===== src/rtl/bicubic_block_scheduler.sv =====
// bicubic_block_scheduler: frame sequencer gating AC<->PE handshakes per column block.
// Optional SCHED_PERF_CNT_EN adds the stall_cnt output-backpressure counter.
module bicubic_block_scheduler #(
    parameter int BLOCK_SIZE   = 11,
    parameter int SRC_W        = 22,
    parameter int SRC_H        = 8,
    parameter int BUFFER_WIDTH = 24
) (
    input  logic clk,
    input  logic rst_n,
    input  logic start,
    input  logic ac_upsp_rvalid,
    output logic upsp_ac_rready,
    output logic pe_rvalid,
    input  logic pe_rready,
    input  logic pe_wvalid,
    output logic pe_wready,
    output logic upsp_ac_wvalid,
    input  logic ac_upsp_wready,
    output logic pe_flush,
    output logic busy,
    output logic frame_done,
    output logic [$clog2(SRC_W/BLOCK_SIZE+1)-1:0] cur_blk
`ifdef SCHED_PERF_CNT_EN
    ,
    output logic [31:0] stall_cnt
`endif
);
    localparam int NB        = SRC_W / BLOCK_SIZE;
    localparam int CW        = $clog2(NB + 1);
    localparam int IN_BEATS  = SRC_H * BLOCK_SIZE;
    localparam int OUT_BEATS = SRC_H * 4 * BLOCK_SIZE;
    localparam int IW        = $clog2(IN_BEATS + 1);
    localparam int OW        = $clog2(OUT_BEATS + 1);

    if (SRC_W % BLOCK_SIZE != 0 || BUFFER_WIDTH < 1) begin : g_cfg_err
        $error("bicubic_block_scheduler: SRC_W must be a multiple of BLOCK_SIZE");
    end

    typedef enum logic [2:0] {IDLE, FEED, DRAIN, FLUSH, DONE} state_t;
    state_t state;
    logic [IW-1:0] in_cnt;
    logic [OW-1:0] out_cnt;
    logic in_open, out_open, in_acc, out_acc, in_last, out_last, blk_last;

    // Output gate also closes once the block's beat quota is met.
    always_comb begin
        in_open        = state == FEED;
        out_open       = (state == FEED || state == DRAIN) && out_cnt != OW'(OUT_BEATS);
        pe_rvalid      = in_open & ac_upsp_rvalid;
        upsp_ac_rready = in_open & pe_rready;
        upsp_ac_wvalid = out_open & pe_wvalid;
        pe_wready      = out_open & ac_upsp_wready;
        in_acc         = pe_rvalid & pe_rready;
        out_acc        = upsp_ac_wvalid & ac_upsp_wready;
        in_last        = in_acc && in_cnt == IW'(IN_BEATS - 1);
        out_last       = out_acc && out_cnt == OW'(OUT_BEATS - 1);
        blk_last       = cur_blk == CW'(NB - 1);
    end

    assign busy       = state != IDLE;
    assign pe_flush   = state == FLUSH;
    assign frame_done = state == DONE;

    always_ff @(posedge clk) begin
        if (!rst_n) begin
            state   <= IDLE;
            cur_blk <= '0;
            in_cnt  <= '0;
            out_cnt <= '0;
        end else begin
            in_cnt  <= in_cnt + IW'(in_acc);
            out_cnt <= out_cnt + OW'(out_acc);
            case (state)
                IDLE: if (start) begin
                    state   <= FEED;
                    cur_blk <= '0;
                    in_cnt  <= '0;
                    out_cnt <= '0;
                end
                FEED:  if (in_last) state <= (out_last || out_cnt == OW'(OUT_BEATS)) ? FLUSH : DRAIN;
                DRAIN: if (out_last) state <= FLUSH;
                FLUSH: begin
                    in_cnt  <= '0;
                    out_cnt <= '0;
                    state   <= blk_last ? DONE : FEED;
                    cur_blk <= blk_last ? cur_blk : cur_blk + CW'(1);
                end
                DONE:    state <= IDLE;
                default: state <= IDLE;
            endcase
        end
    end

`ifdef SCHED_PERF_CNT_EN
    always_ff @(posedge clk) begin
        if (!rst_n || (state == IDLE && start))
            stall_cnt <= '0;
        else if (upsp_ac_wvalid && !ac_upsp_wready && stall_cnt != 32'hFFFF_FFFF)
            stall_cnt <= stall_cnt + 32'd1;
    end
`endif
endmodule

===== config.mk =====
export PLATFORM = sky130hd
export DESIGN_NAME = bicubic_block_scheduler
export DESIGN_NICKNAME = d
export VERILOG_FILES = /design/src/rtl/bicubic_block_scheduler.sv
export SDC_FILE = /design/constraint.sdc
export NUM_CORES = 1
export LEC_CHECK = 0
export ABC_AREA = 1
export CAP_MARGIN = 20
export CORE_AREA = 2 2 46 52
export DETAILED_ROUTE_END_ITERATION = 8
export DIE_AREA = 0 0 48 54
export PLACE_DENSITY_LB_ADDON = 0.1
export SYNTH_ARGS = -nofsm -noshare
export SYNTH_HDL_FRONTEND = slang
export SYNTH_SLANG_ARGS = --single-unit

===== constraint.sdc =====
create_clock -name clk -period 4.6 [get_ports clk]
set_clock_uncertainty 0.1 [all_clocks]
set_input_delay 1.15 -clock clk [delete_from_list [all_inputs] [get_ports clk]]
set_output_delay 1.15 -clock clk [all_outputs]
set_load 0.01 [all_outputs]

==> metrics.txt <==
minimum clock period ~3.6 ns; post_cts resized 0; area of the die 2590 um^2; Initial Util between 50% and 60%; final worst-path cycle share 78.3%; RR Startpoint state[0]; delay of the slowest cell on the worst path about 0.54 ns; Int Power about 330 uW; VDD IR max about 270 uV; post-route ant nets 0; worst min path class reg -> reg; drc violations 0; # Max-Cap Violations 0; Startpoint Class input port; Synth Register Bits 21; antenna violations before repair 0; CTS max path bufs 2; Crit path max-delay family buffers and inverters; later-pin clock latency in the skew report slightly above 0.3 ns; flop2flop setup slack around 2.2 ns; slowest stage cell, crit path clkdlybuf4s50_1; Placed Area 1310 um^2; Reg power frac approximately two fifths; global-route wire length before repair approximately 3200 um; LEAKAGE between 0.0005 and 0.0006 uW; Power Density just under 400 nW/um^2; Final Worst Setup Slack between 0.9 and 1 ns; Unique masters post-synth 28; post-synthesis sequential area ratio 37.3%; die width 48 um; Core Area roughly 2100 um^2; Required @ worst endpoint roughly 3.4 ns; Hold Crit Depth 2; Ys Warns 0; Final Net Count between 150 and 200; CP Max Fanout 2; DP HPWL about 1600 um; WL final approximately 1900 um; Post-Syn Area around 1100 um^2; TritonCTS clock tree done; Cell Chain, Critical Path clkdlybuf4s50_1 -> inv_1 -> nor2_1 -> clkdlybuf4s50_1; Final Hold Fails 0; post-CTS setup buffer count 0; RD Place Congestion ~0.76; status finished clean; HP Start cur_blk[1]; vias in the first global route between 800 and 900; Worst Hold Path EP cur_blk[1]; num rows 18; P_sw about 200 uW; logic gate share of total power 42.8%; Worst-path clk slew roughly 0.12 ns; syn_nets about 170; Die H 54 um; Min Hold Slack slightly below 0.4 ns; drt pass-1 iters 4; total power between 500 and 600 uW; Area Growth Syn to Fin 18.6%; IO Port Bufs 15; switching share of power between 30% and 40%; total global routing track utilization between 10% and 20%; DP Worst Slack ~1 ns; Worst Path Arrival between 2 and 2.5 ns; cts hold-fix bufs 0; fin. max-slew vios 0; worst reg2reg path endpoint out_cnt[8]; largest net degree at the start of global routing 17; I/O pin total 16; RSZ-0062 raised after global routing false; initial drt markers 10; Fin Setup TNS 0 ns; synthesized area per cell approximately 7.3 um^2; share of layout cells above drive strength 1 14.0%; clock share of power around 17%; slew margin rel. 80.0%; H-tree depth 1; setup violators final 0; GR Overflow Total 0; CP endpoint kind output pin; commonest cells after routing, fill and taps aside nor2_1 (29), inv_1 (26), dfxtp_1 (21); f_max 278 MHz; Vias between 900 and 1,000; Gate Count Post-Synth ~150; Top cell by count, worst path clkdlybuf4s50_1; fill cell count 195; r2r worst-path depth 15; Buf/Inv on CP 3; Root Buffer Master clkbuf_4; diodes inserted 0; worst setup path category in -> out; Worst Max-Slew Pin Slew between 0.2 and 0.3 ns; Clock Sink Count 21; commonest non-fill, non-tap cell in the layout nor2_1; routed vias/inst approximately 4.7; fin area 1340 um^2; Avg WL per Cell 9.60 um; CTS Buf Count 3
stage by stage:
stage               instances  utilization, %
finish                    202            62.6
global placement          198            61.3
floorplan                 154               -
CTS                       202            62.6
detailed placement        198            61.3
global route              202            62.6
tightest hold or removal path: stages (launching register included):
cell	delay [ns]
dfxtp_1	0.33
inv_1	0.06
a21oi_1	0.06
power groups by stage:
stage          Clock, uW  Combinational, uW  Sequential [uW]
2_1_floorplan          0                147              222
3_5_place_dp           0                230              219
4_1_cts             92.7                231              215
6_report            89.1                227              215
5_1_grt             99.0                253              217
3_3_place_gp           0                224              219
per-layer routing:
metal,up-vias,global-route usage [%],share of wire [%]
li1,517,-,-
met1,428,20.8,45
met2,10,30.2,52
met3,4,3.02,2.0
met4,0,6.76,1.3
met5,-,0,0
area by class of cell:
type / instances / area, um^2 / area share (%)
Inverter: 31 / 116 / 8.69
Sequential cell: 21 / 420 / 31.4
Timing Repair Buffer: 15 / 150 / 11.2
Tap cell: 30 / 37.5 / 2.80
Multi-Input combinational cell: 101 / 587 / 43.8
Clock buffer: 3 / 22.5 / 1.68
Clock inverter: 1 / 5.00 / 0.374
cell families (layout without fill, tap and decap cells):
family	count (synthesis)	after routing	synth area share [%]
flip-flops	21	21	37.3
adder cells (fa/ha/maj)	5	5	5.54
AND/OR/NAND/NOR	75	75	33.5
AO/OA/AOI/OAI	14	14	7.54
XOR/XNOR	7	7	5.43
buffers and inverters	32	50	10.8
flip-flops by register name (all words and copies together), names as in the netlist:
signal,flops
cur_blk,2
in_cnt,7
out_cnt,9
state,3
cells in the mapped netlist:
cell type	count	area (um^2)
nor2_4	1	11.3
nor2_1	29	109
nand3_4	1	17.5
a21oi_1	6	30.0
o21ai_0	1	5.00
inv_2	5	18.8
nand4_1	2	12.5
ha_1	5	62.6
buf_2	1	5.00
nand4_2	1	12.5
o21ai_1	2	10.0
dfxtp_1	21	420
nor3_2	2	20.0
xor2_1	4	35.0
a211oi_1	1	7.51
o21a_1	1	7.51
nor2_2	3	18.8
nor3_1	3	15.0
a21oi_2	1	8.76
nand3_1	8	40.0
o31ai_1	1	7.51
xnor2_1	3	26.3
o21ai_2	1	8.76
nor3b_1	1	7.51
inv_1	26	97.6
nand2_1	19	71.3
nand3_2	3	30.0
nand2_2	2	12.5
how the worst max path moves through the flow:
stage / startpoint / endpoint / slack [ns] / depth (start not counted)
floorplan: pe_wvalid / upsp_ac_wvalid / 2.00 / 2
global placement: ac_upsp_wready / pe_wready / 1.04 / 4
detailed placement: pe_wvalid / upsp_ac_wvalid / 0.98 / 4
CTS: pe_wvalid / upsp_ac_wvalid / 0.98 / 4
global route: pe_wvalid / upsp_ac_wvalid / 0.92 / 4
finish: pe_wvalid / upsp_ac_wvalid / 1.0 / 4
No activity file was read; power rests on OpenSTA's default activity.
